--- config.mk ---
export PLATFORM = sky130hd
export DESIGN_NAME = ie_interrupt_handler
export DESIGN_NICKNAME = d
export VERILOG_FILES = /design/src/rtl/ie_interrupt_handler_pkg.sv /design/src/rtl/ie_interrupt_handler_edge_latch.sv /design/src/rtl/ie_interrupt_handler.sv
export SDC_FILE = /design/constraint.sdc
export NUM_CORES = 1
export LEC_CHECK = 0
export CORE_AREA = 5 5 154 82
export DETAILED_ROUTE_END_ITERATION = 6
export DIE_AREA = 0 0 159 87
export GPL_ROUTABILITY_DRIVEN = 0
export HOLD_SLACK_MARGIN = 0.03
export PLACE_DENSITY_LB_ADDON = 0.12
export SYNTH_ARGS = -nofsm -noshare
export SYNTH_HDL_FRONTEND = slang
export SYNTH_HIERARCHICAL = 1
export SYNTH_SLANG_ARGS = --single-unit
--- constraint.sdc ---
create_clock -name clk -period 1.6 [get_ports clk]
set_clock_uncertainty 0.05 [all_clocks]
set_input_delay 0.32 -clock clk [delete_from_list [all_inputs] [get_ports clk]]
set_output_delay 0.32 -clock clk [all_outputs]
set_load 0.005 [all_outputs]
--- src/rtl/ie_interrupt_handler_pkg.sv ---
// Shared definitions for the IE interrupt/return sequencer.
package ie_defs;

    // Vector locations (low byte address; high byte follows)
    localparam logic [15:0] VecNmi   = 16'hFFFA;
    localparam logic [15:0] VecReset = 16'hFFFC;
    localparam logic [15:0] VecIrq   = 16'hFFFE;

    localparam logic [7:0] StackPage = 8'h01;

    // Processor status bit positions
    localparam int unsigned StatusC = 0;
    localparam int unsigned StatusZ = 1;
    localparam int unsigned StatusI = 2;
    localparam int unsigned StatusD = 3;
    localparam int unsigned StatusB = 4;
    localparam int unsigned StatusU = 5;
    localparam int unsigned StatusV = 6;
    localparam int unsigned StatusN = 7;

    typedef enum logic [2:0] {
        StIdle,
        StPushHi,
        StPushLo,
        StPushP,
        StRdAddr,
        StRdWait,
        StRdLatch,
        StFinish
    } ie_state_e;

    typedef enum logic [2:0] {
        PathPass,
        PathBrk,
        PathNmi,
        PathRti,
        PathRst
    } ie_path_e;

    function automatic logic [15:0] vector_addr(input ie_path_e path);
        case (path)
            PathNmi: return VecNmi;
            PathRst: return VecReset;
            default: return VecIrq;
        endcase
    endfunction

    // Status byte as written to the stack: U always set, B marks BRK vs NMI.
    function automatic logic [7:0] pushed_status(input logic [7:0] status, input logic brk);
        logic [7:0] s;
        s          = status;
        s[StatusU] = 1'b1;
        s[StatusB] = brk;
        return s;
    endfunction

    // Status byte restored by RTI: B does not exist in the live register.
    function automatic logic [7:0] pulled_status(input logic [7:0] status);
        logic [7:0] s;
        s          = status;
        s[StatusB] = 1'b0;
        s[StatusU] = 1'b1;
        return s;
    endfunction

endpackage

--- src/rtl/ie_interrupt_handler_edge_latch.sv ---
// Rising-edge detector feeding a sticky pending flag.
module edge_latch (
    input  logic clk,
    input  logic rst,
    input  logic sig,
    input  logic clr,
    output logic pend
);

    logic prev_q;
    logic pend_q;
    logic pend_d;

    // A fresh edge wins over a same-cycle clear so it is never lost.
    always_comb begin
        pend_d = (sig & ~prev_q) | (pend_q & ~clr);
    end

    // Edge history and pending flag.
    always_ff @(posedge clk or negedge rst) begin
        if (!rst) begin
            prev_q <= 1'b0;
            pend_q <= 1'b0;
        end else begin
            prev_q <= sig;
            pend_q <= pend_d;
        end
    end

    assign pend = pend_q;

endmodule

--- src/rtl/ie_interrupt_handler.sv ---
// Interrupt/return sequencer: soft reset, RTI, BRK and NMI over the shared memory bus.
module ie_interrupt_handler
    import ie_defs::*;
(
    input  logic        clk,
    input  logic        rst,
    output logic [15:0] addr,
    input  logic [7:0]  data_in,
    output logic [7:0]  data_out,
    output logic        write_en,
    input  logic        is_break,
    input  logic [7:0]  ppu_status,
    input  logic        soft_reset,
    input  logic        is_rti,
    input  logic        start,
    output logic        done,
    output logic        busy,
    input  logic [15:0] pc_in,
    input  logic [7:0]  status_in,
    input  logic [7:0]  stack_in,
    output logic [15:0] pc_out,
    output logic [7:0]  status_out,
    output logic [7:0]  stack_out
);

    ie_state_e   state_q, state_d;
    ie_path_e    path_q, path_d;
    logic [15:0] pc_w_q, pc_w_d;
    logic [7:0]  status_w_q, status_w_d;
    logic [7:0]  sp_q, sp_d;
    logic [1:0]  rd_idx_q, rd_idx_d;
    logic [15:0] addr_q, addr_d;
    logic [7:0]  data_out_q, data_out_d;
    logic        write_en_q, write_en_d;
    logic        done_q, done_d;
    logic        busy_q, busy_d;
    logic [15:0] pc_out_q, pc_out_d;
    logic [7:0]  status_out_q, status_out_d;
    logic [7:0]  stack_out_q, stack_out_d;

    logic        nmi_pend, rst_pend;
    logic        nmi_clr, rst_clr;
    logic [7:0]  sp_inc, sp_dec;
    logic [1:0]  rd_last;
    logic        unused_ppu;

    // Only the vblank bit matters here.
    assign unused_ppu = ^ppu_status[6:0];

    edge_latch u_nmi_latch (
        .clk  (clk),
        .rst  (rst),
        .sig  (ppu_status[7]),
        .clr  (nmi_clr),
        .pend (nmi_pend)
    );

    edge_latch u_rst_latch (
        .clk  (clk),
        .rst  (rst),
        .sig  (soft_reset),
        .clr  (rst_clr),
        .pend (rst_pend)
    );

    assign sp_inc  = sp_q + 8'd1;
    assign sp_dec  = sp_q - 8'd1;
    assign rd_last = (path_q == PathRti) ? 2'd2 : 2'd1;

    // Next-state, bus and result computation.
    always_comb begin
        state_d      = state_q;
        path_d       = path_q;
        pc_w_d       = pc_w_q;
        status_w_d   = status_w_q;
        sp_d         = sp_q;
        rd_idx_d     = rd_idx_q;
        addr_d       = addr_q;
        data_out_d   = data_out_q;
        write_en_d   = 1'b0;
        done_d       = done_q;
        pc_out_d     = pc_out_q;
        status_out_d = status_out_q;
        stack_out_d  = stack_out_q;
        nmi_clr      = 1'b0;
        rst_clr      = 1'b0;

        unique case (state_q)
            StIdle: begin
                if (start) begin
                    pc_w_d     = pc_in;
                    status_w_d = status_in;
                    sp_d       = stack_in;
                    rd_idx_d   = 2'd0;
                    done_d     = 1'b0;
                    if (rst_pend) begin
                        path_d              = PathRst;
                        rst_clr             = 1'b1;
                        sp_d                = stack_in - 8'd3;
                        status_w_d[StatusI] = 1'b1;
                        state_d             = StRdAddr;
                    end else if (is_rti) begin
                        path_d  = PathRti;
                        state_d = StRdAddr;
                    end else if (is_break) begin
                        path_d  = PathBrk;
                        state_d = StPushHi;
                    end else if (nmi_pend) begin
                        path_d  = PathNmi;
                        nmi_clr = 1'b1;
                        state_d = StPushHi;
                    end else begin
                        path_d  = PathPass;
                        state_d = StFinish;
                    end
                end
            end
            StPushHi: begin
                addr_d     = {StackPage, sp_q};
                data_out_d = pc_w_q[15:8];
                write_en_d = 1'b1;
                sp_d       = sp_dec;
                state_d    = StPushLo;
            end
            StPushLo: begin
                addr_d     = {StackPage, sp_q};
                data_out_d = pc_w_q[7:0];
                write_en_d = 1'b1;
                sp_d       = sp_dec;
                state_d    = StPushP;
            end
            StPushP: begin
                addr_d              = {StackPage, sp_q};
                data_out_d          = pushed_status(status_w_q, path_q == PathBrk);
                write_en_d          = 1'b1;
                sp_d                = sp_dec;
                status_w_d[StatusI] = 1'b1;
                state_d             = StRdAddr;
            end
            StRdAddr: begin
                if (path_q == PathRti) begin
                    sp_d   = sp_inc;
                    addr_d = {StackPage, sp_inc};
                end else begin
                    addr_d = vector_addr(path_q) + {14'd0, rd_idx_q};
                end
                state_d = StRdWait;
            end
            StRdWait: begin
                state_d = StRdLatch;
            end
            StRdLatch: begin
                if (path_q == PathRti) begin
                    case (rd_idx_q)
                        2'd0:    status_w_d   = pulled_status(data_in);
                        2'd1:    pc_w_d[7:0]  = data_in;
                        default: pc_w_d[15:8] = data_in;
                    endcase
                end else if (rd_idx_q == 2'd0) begin
                    pc_w_d[7:0] = data_in;
                end else begin
                    pc_w_d[15:8] = data_in;
                end
                rd_idx_d = rd_idx_q + 2'd1;
                state_d  = (rd_idx_q == rd_last) ? StFinish : StRdAddr;
            end
            StFinish: begin
                pc_out_d     = pc_w_q;
                status_out_d = status_w_q;
                stack_out_d  = sp_q;
                done_d       = 1'b1;
                state_d      = StIdle;
            end
        endcase

        // Bus ownership starts with the first registered bus cycle, ends entering FINISH.
        busy_d = (state_q != StIdle) && (state_d != StIdle) && (state_d != StFinish);
    end

    // State and output registers.
    always_ff @(posedge clk or negedge rst) begin
        if (!rst) begin
            state_q      <= StIdle;
            path_q       <= PathPass;
            pc_w_q       <= 16'h0000;
            status_w_q   <= 8'h00;
            sp_q         <= 8'hFF;
            rd_idx_q     <= 2'd0;
            addr_q       <= 16'h0000;
            data_out_q   <= 8'h00;
            write_en_q   <= 1'b0;
            done_q       <= 1'b0;
            busy_q       <= 1'b0;
            pc_out_q     <= 16'h0000;
            status_out_q <= 8'h00;
            stack_out_q  <= 8'hFF;
        end else begin
            state_q      <= state_d;
            path_q       <= path_d;
            pc_w_q       <= pc_w_d;
            status_w_q   <= status_w_d;
            sp_q         <= sp_d;
            rd_idx_q     <= rd_idx_d;
            addr_q       <= addr_d;
            data_out_q   <= data_out_d;
            write_en_q   <= write_en_d;
            done_q       <= done_d;
            busy_q       <= busy_d;
            pc_out_q     <= pc_out_d;
            status_out_q <= status_out_d;
            stack_out_q  <= stack_out_d;
        end
    end

    assign addr       = addr_q;
    assign data_out   = data_out_q;
    assign write_en   = write_en_q;
    assign done       = done_q;
    assign busy       = busy_q;
    assign pc_out     = pc_out_q;
    assign status_out = status_out_q;
    assign stack_out  = stack_out_q;

endmodule

* Yosys cells after proc, flatten, opt, wreduce, memory -nomap -nowiden *
Cells that the tools add are included.

word-level totals
  bits in registers = 103
  bits of input ports = 54
  output and inout bits = 59
  logic and storage cells = 129

operators by class
  $add $sub $neg = 5
  eq/ne operators = 22
  muxes and demuxes = 50
  bitwise logic cells = 10
  reduce and logical (&&, ||, !) cells = 22

operator list
  operator                                           number
  2-to-1 mux 16 bit                                  5
  2-to-1 mux 8 bit                                   10
  one-hot mux 16 bit (2 select lines)                2
  one-hot mux 8 bit (3 select lines)                 2
  one-hot mux 3 bit (8 select lines)                 1
  2-to-1 mux 3 bit                                   6
  adder 16 x 2 -> 16 bit                             1
  AND reduction 4 bit                                4
  == test 3 bit (second input constant)              5
  nonzero test 3 bit                                 5
  == test 3 x 2 -> 1 bit (second input constant)     4
  2-to-1 mux 1 bit                                   12
  2-to-1 mux 2 bit                                   6
  != test 3 bit (second input constant)              4
  one-hot mux 5 bit (2 select lines)                 1
  adder 8 x 1 -> 8 bit (second input constant)       1
  != test 2 bit (second input constant)              4
  one-hot mux 2 bit (2 select lines)                 2
  subtractor 8 x 1 -> 8 bit (second input constant)  1
  subtractor 8 x 2 -> 8 bit (second input constant)  1
  == test 3 x 1 -> 1 bit (second input constant)     2
  one-hot mux 3 bit (2 select lines)                 1
  AND reduction 2 bit                                3
  nonzero test 2 bit                                 3
  other kinds (15)                                   23

* Logic depth before layout (Yosys ltp) *
  depth in word-level cells = 9
  depth in mapped cells = 8
  mapped depth without buffers = 8

* Cells and area by module *
Netlist, hierarchy kept.

modules (own cells, without submodules)
  module                instances  cells each  area an instance (µm²)  sequential area each (µm²)
  ie_interrupt_handler  1          506         4862.2                  2347.3
  edge_latch            2          5           70.1                    50.0

* Worst setup path before layout *
Ideal clock, no wire load.

  path type = register to register
  from = register state_q[0]
  to = register pc_w_q[10]
  library setup time = 130 ps
  arrival time = 1463 ps
  required time = 1420 ps
  setup slack = -43 ps
  stages on the path, launching flop included = 8
  path buffers = 2
  clock period less this slack = 1643 ps
  cell sequence = dfrtp_1 > buf_6 > nand3b_2 > a211oi_1 > nor2_2 > buf_2 > nand2_1 > o21ai_0

between the ends
  cells in the longest elaborated chain, start to end = 3
  elaborated cells on any way between the ends = 8

ends and longest elaborated chain
  what                                                          line                         text
  start: declaration                                            ie_interrupt_handler.sv:26   ie_state_e state_q, state_d;
  start signal: assignment                                      ie_interrupt_handler.sv:183  state_q <= StIdle;
  start signal: assignment                                      ie_interrupt_handler.sv:198  state_q <= state_d;
  == test 3 bit or logical NOT 3 bit (tied branches)            ie_interrupt_handler.sv:88   unique case (state_q)
  != test 3 bit (no source line), or another cell as far along  n/a
  AND reduction 4 bit (no source line)                          n/a
  end signal: assignment                                        ie_interrupt_handler.sv:200  pc_w_q <= pc_w_d;
  end: declaration                                              ie_interrupt_handler.sv:28   logic [15:0] pc_w_q, pc_w_d;

Several ways; a longest one is shown, not always the timed one.
A chain may end at the register's enable or synchronous reset.

* Worst setup path after layout *
  from = register path_q[1]
  to = register addr_q[6] (netlist: addr[6])

between the ends
  cells in the longest elaborated chain, start to end = 7
  elaborated cells on any way between the ends = 9

ends and longest elaborated chain
  what                                                     line                            text
  start: declaration                                       ie_interrupt_handler.sv:27      ie_path_e path_q, path_d;
  start signal: assignment                                 ie_interrupt_handler.sv:184     path_q <= PathPass;
  start signal: assignment                                 ie_interrupt_handler.sv:199     path_q <= path_d;
  == test 3 bit or == test 3 x 2 -> 1 bit (tied branches)  ie_interrupt_handler_pkg.sv:41  case (path)
  one-hot mux 3 bit (2 select lines)                       ie_interrupt_handler_pkg.sv:41
  2-to-1 mux 16 bit                                        ie_interrupt_handler.sv:141     if (path_q == PathRti) begin
  2-to-1 mux 16 bit                                        ie_interrupt_handler.sv:88
  adder 16 x 2 -> 16 bit                                   ie_interrupt_handler.sv:145     addr_d = vector_addr(path_q) + {14'd0, rd_idx_q};
  2-to-1 mux 16 bit (*)                                    ie_interrupt_handler.sv:141
  one-hot mux 16 bit (2 select lines) (*)                  ie_interrupt_handler.sv:88
  end signal: assignment                                   ie_interrupt_handler.sv:204     addr_q <= addr_d;
  end: declaration                                         ie_interrupt_handler.sv:32      logic [15:0] addr_q, addr_d;

Every way passes the cells marked *; elsewhere a longest branch is shown, timed or not. The select of a mux whose other input is x is not followed.

==> metrics <==
outcome=finished with violations; failing checks=negative setup slack; Synth top cells by count=dfrtp_1, a21oi_1, nand2_1, nor2_1, mux2_2; Area after DPL=6870 sq um; crit path capture type=flop; post-synth top area share=40.5%; type of origin of the critical path=flop; post-synthesis cell count=516; Post-Syn Nets=577; register area=2450 sq um; number of global-route vias before repair=5054; initial detailed-routing violation count=471; Area Overhead vs Synth=68.9%; Vias=5162; Max Cap Viol=0; slowest CP cell=dfrtp_1; setup ws final=-218 ps; Residual DRC=0; first-pass GRT wire length=27100 um; HP Class=primary input to async pin; syn avg cell area=9.69 sq um; initial antenna violation count=0; Pins Over Slew Limit=0; Final min period=1820 ps; Critical path buffers and inverters=1; dpl hpwl=12100 um; Crit path max-delay family=compound AO/OA/AOI/OAI gates; TritonRoute pass-1 iters=5; Total Wirelength=18500 um; htree depth=3; cell taking the most area after synthesis=dfrtp_1; Synth area leaders=dfrtp_1, dfstp_2, mux2_2; io pins=113; arrival time worst endpoint=2030 ps; Sink Count=97; footprint of the multi-input gates=2870 sq um; number of synthesized flops with an enable pin=0; global route overflow=0; Antenna Violating Nets Remaining=0; fraction of layout cells with a size suffix above 1=43.7%; Place WS=-495 ps; design area=8450 sq um; count of input and output buffers=105; post-synthesis instance area=5000 sq um; crit-path max cell delay=410 ps; peak supply drop=0.975 mV; worst-path maximum fanout=3; FILL cells=771; worst-skew pair later-pin latency=350 ps; CTS Buffer Depth=2; Core Util, Final=74.7%; Tcrit/Tclk final=114%; total power=18.4 mW; number of synthesized register bits=97; crit-path cells=nor2_1 -> nand2_1 -> ha_2 -> ha_4 -> a21oi_4 -> buf_12 -> a21oi_2 -> a22o_1 -> a31oi_1; Initial Util=44.2%; Rows=28; ys async rst share=100%; Worst-path clk slew=70 ps; WL/cell=20.4 um; antenna diode count=0; Worst Tran Pin Value=395 ps; Distinct cells, synth=57; endpoints failing setup=68; die area=13800 sq um; static leakage=3.99 nW; Final nets=813; RSZ-0062 raised after global routing=true; worst endpoint required time=1820 ps; Synth Flop Type=dfrtp_1; chip width=159 um; core footprint=11300 sq um; Overall Global Routing Usage=24.8%; final hold viol count=0; pwr/cell area=2170 nW/um^2; root buf cell=clkbuf_16; TritonCTS clock tree=done; highest achievable clock rate=0.550 GHz; Die Ht=87 um; number of vias per cell=5.69; TritonCTS buffer count=9; sequential area share after synthesis=48.9%; Worst slew margin=73.4%; yosys warns=6; largest net degree at the start of global routing=32; dominant cell by count in the synthesized netlist=dfrtp_1; critical path type=flop to flop; R2R Setup Slk=-220 ps
==> worst reg2reg max path, stage by stage, from the launching register on <==
cell     delay (ps)
dfrtp_1         410
nor2_1          130
nand2_1          70
ha_2            200
ha_4            180
a21oi_4         200
buf_12          130
a21oi_2          30
a22o_1          180
a31oi_1         140
==> through the flow <==
step / hold WS [ps] / setup TNS (ps) / cells
after floorplan: -25.6 / -29.6 / 516
after detailed placement: 192 / -9550 / 833
after global placement: 194 / -7810 / 833
after CTS: 371 / -1000 / 882
final: 363 / -5910 / 907
after global routing: 385 / -8050 / 907
==> layout by cell type (no fill, tap or decap), drive strengths merged, types with 6 or more instances in the layout <==
cell	instances
a21oi	53
a22oi	14
a31oi	6
and2	9
buf	155
clkbuf	14
clkdlybuf4s50	47
dfrtp	81
dfstp	16
dlygate4sd2	28
dlymetal6s2s	29
ha	7
inv	19
mux2	34
nand2	50
nand3	16
nor2	44
nor3	11
o21ai	40
xnor2	9
==> cells by family (layout without fill, tap and decap cells) <==
| logic type | after synthesis | in the layout | share of synthesized area, % |
|---|---|---|---|
| XOR/XNOR | 12 | 12 | 2.10 |
| AND/OR/NAND/NOR | 152 | 152 | 14.2 |
| AO/OA/AOI/OAI | 153 | 153 | 19.2 |
| flip-flops | 97 | 97 | 48.9 |
| adder cells (fa/ha/maj) | 7 | 7 | 1.75 |
| buffers and inverters | 58 | 299 | 5.58 |
| multiplexers | 37 | 37 | 8.25 |
==> repair_timing <==
action                                  4_1_cts  5_1_grt
gates cloned                                  1        5
endpoints found under the hold margin        17        0
pin swaps                                    30       38
endpoints found under the setup margin       90       98
resized for setup                           105      160
hold buffers                                  1        0
setup buffers                                32       22
==> layout make-up <==
cell class	instances	area share, %
well taps	150	2.22
inverters	20	0.918
clock inverters	5	0.963
repair buffers	263	30.1
multi-input cells	361	34.0
clock buffers	11	2.75
flip-flops and latches	97	29.0
==> layer usage <==
layer	routed length [um]	track usage (%)	vias up
li1	-	-	2308
met1	8790	37.3	2578
met2	7710	35.1	250
met3	1750	7.23	26
met4	222	5.80	0
met5	0	0	-
==> final timing paths <==
path | endpoint | start | cells after the start
min in group clk | u_nmi_latch/prev_q$_DFF_PN0_ | ppu_status[7] | 1
max | addr[6]$_DFFE_PN0N_ | path_q[1]$_DFFE_PN0P_ | 9
min | pc_w_q[4]$_DFFE_PN0P_ | rst | 2
max in group asynchronous | sp_q[3]$_DFFE_PN1P_ | rst | 3
min reg2reg | u_nmi_latch/pend$_DFF_PN0_ | u_nmi_latch/prev_q$_DFF_PN0_ | 1
max reg2reg | addr[6]$_DFFE_PN0N_ | path_q[1]$_DFFE_PN0P_ | 9
==> report_power, final <==
group / total, mW / internal [mW] / switching (mW)
Clock: 2.32 / 1.37 / 0.947
Combinational: 11.2 / 6.09 / 5.10
Sequential: 4.87 / 3.80 / 1.07
Total: 18.4 / 11.3 / 7.12
==> sequential cells by signal, summed over array words and instances (netlist names), 8 cells and up <==
signal and flops:
status_out 8, sp_q 8, data_out 8, pc_out 16, pc_w_q 16, addr 10, stack_out 8, status_w_q 8
No activity file was read; power rests on OpenSTA's default activity.
==> patch: new RTL, same flow settings <==
`addr_q` and `data_out_q` no longer have a reset.
--- a/src/rtl/ie_interrupt_handler.sv
+++ b/src/rtl/ie_interrupt_handler.sv
@@ -186,8 +186,6 @@
             status_w_q   <= 8'h00;
             sp_q         <= 8'hFF;
             rd_idx_q     <= 2'd0;
-            addr_q       <= 16'h0000;
-            data_out_q   <= 8'h00;
             write_en_q   <= 1'b0;
             done_q       <= 1'b0;
             busy_q       <= 1'b0;
@@ -201,8 +199,6 @@
             status_w_q   <= status_w_d;
             sp_q         <= sp_d;
             rd_idx_q     <= rd_idx_d;
-            addr_q       <= addr_d;
-            data_out_q   <= data_out_d;
             write_en_q   <= write_en_d;
             done_q       <= done_d;
             busy_q       <= busy_d;
@@ -212,6 +208,11 @@
         end
     end
 
+    always_ff @(posedge clk) begin
+        addr_q     <= addr_d;
+        data_out_q <= data_out_d;
+    end
+
     assign addr       = addr_q;
     assign data_out   = data_out_q;
     assign write_en   = write_en_q;
Formal check against the unedited RTL: differs if rst is asserted again (counterexample within 4 cycles, from zero or initial values and one cycle with rst low); with rst held inactive, the same outputs for 10 cycles.
==> patch against the unedited design <==
The flow still finishes with violations (setup timing). Sequential cell count is the same. Setup slack improved by 0.060 ns. Sequential share of layout area rose by 2.0 points. Total power is 5.3% lower. Via count decreased by 11%. Area after synthesis fell by 1.6%. Cell area shrank 3.0%. Hold slack improved by 0.032 ns. Wire length shrank 8.2%. Non-clock buffer count fell by 36. Largest cell class unchanged. Largest power group unchanged.
==> patch: results (changes against the unedited design) <==
| Metric | Value |
|---|---|
| Met3 Use GR | `8.04% (+0.80 points)` |
| Clock-cell share of area | `3.51% (-0.20 points)` |
| Min setup slack post-route | `-0.159 ns (+0.0595 ns)` |
| Final setup fails | `52 (-24%)` |
| Status | `finished with violations` |
| Met1 global-route usage | `34.5% (-2.8 points)` |
| Delay-heaviest family, CP | `simple AND/OR/NAND/NOR gates` |
| Post-synthesis sequential area ratio | `51.6% (+2.6 points)` |
| Synth cell count leaders | `dfrtp_1 (63), a21oi_1 (62), nor2_1 (41), nand2_1 (35), mux2_1 (30)` |
| Bufs w/o clock | `227 (-14%)` |
| HP Class | `in2reg` |
| Lkg Pwr | `3.65 nW (-8.5%)` |
| Unique masters post-synth | `59 (+3.5%)` |
| Hold slack final | `0.395 ns (+0.0321 ns)` |
| Sequential cell area share | `31.0% (+2.0 points)` |
| Initial DRC count | `305 (-35%)` |
| Post-Syn Nets | `531 (-8.0%)` |
| Logic inverters | `13 (-35%)` |
| Non-clk buf share | `27.9% (-2.2 points)` |
| Placed cell areas | `0.00676 mm^2 (-1.6%)` |
| Setup TNS | `-2.80 ns (+3.11 ns)` |
| Failing checks | `setup timing` |
| Met3 routed WL | `1560 um (-11%)` |
| Hpwl dp | `11500 um (-4.7%)` |
| Top cells by area, synth | `dfrtp_1 (32%), edfxtp_1 (11%), dfstp_2 (8.5%)` |
| Worst vdd ir | `0.922 mV (-5.4%)` |
| Area of the multi-input gates | `0.00284 mm^2 (-1.1%)` |
-- patch: cell types whose count changed in the layout (fill, tap and decap cells not counted), moves of 13 or more --
cell and delta:
buf_4 -29, a21oi_2 +18, edfxtp_1 +18, clkdlybuf4s50_1 +17, dfrtp_1 -16, dlygate4sd2_1 -13
-- patch: cells by family after synthesis --
| group | count (synthesis) |
|---|---|
| buf+inv | 49 |
| mux | 39 |
| simple gates | 140 |
| flops | 97 |
| compound gates | 128 |
| fa+ha+maj | 7 |
| xor+xnor | 10 |
-- patch: power by group through the flow --
stage / clock, W / combinational, W / sequential (W)
6_report: 0.00212 / 0.0102 / 0.00506
5_1_grt: 0.00226 / 0.0109 / 0.00521
4_1_cts: 0.00214 / 0.00805 / 0.00489
3_5_place_dp: 0 / 0.00752 / 0.00495
3_3_place_gp: 0 / 0.00740 / 0.00487
2_1_floorplan: 0 / 0.00382 / 0.00469
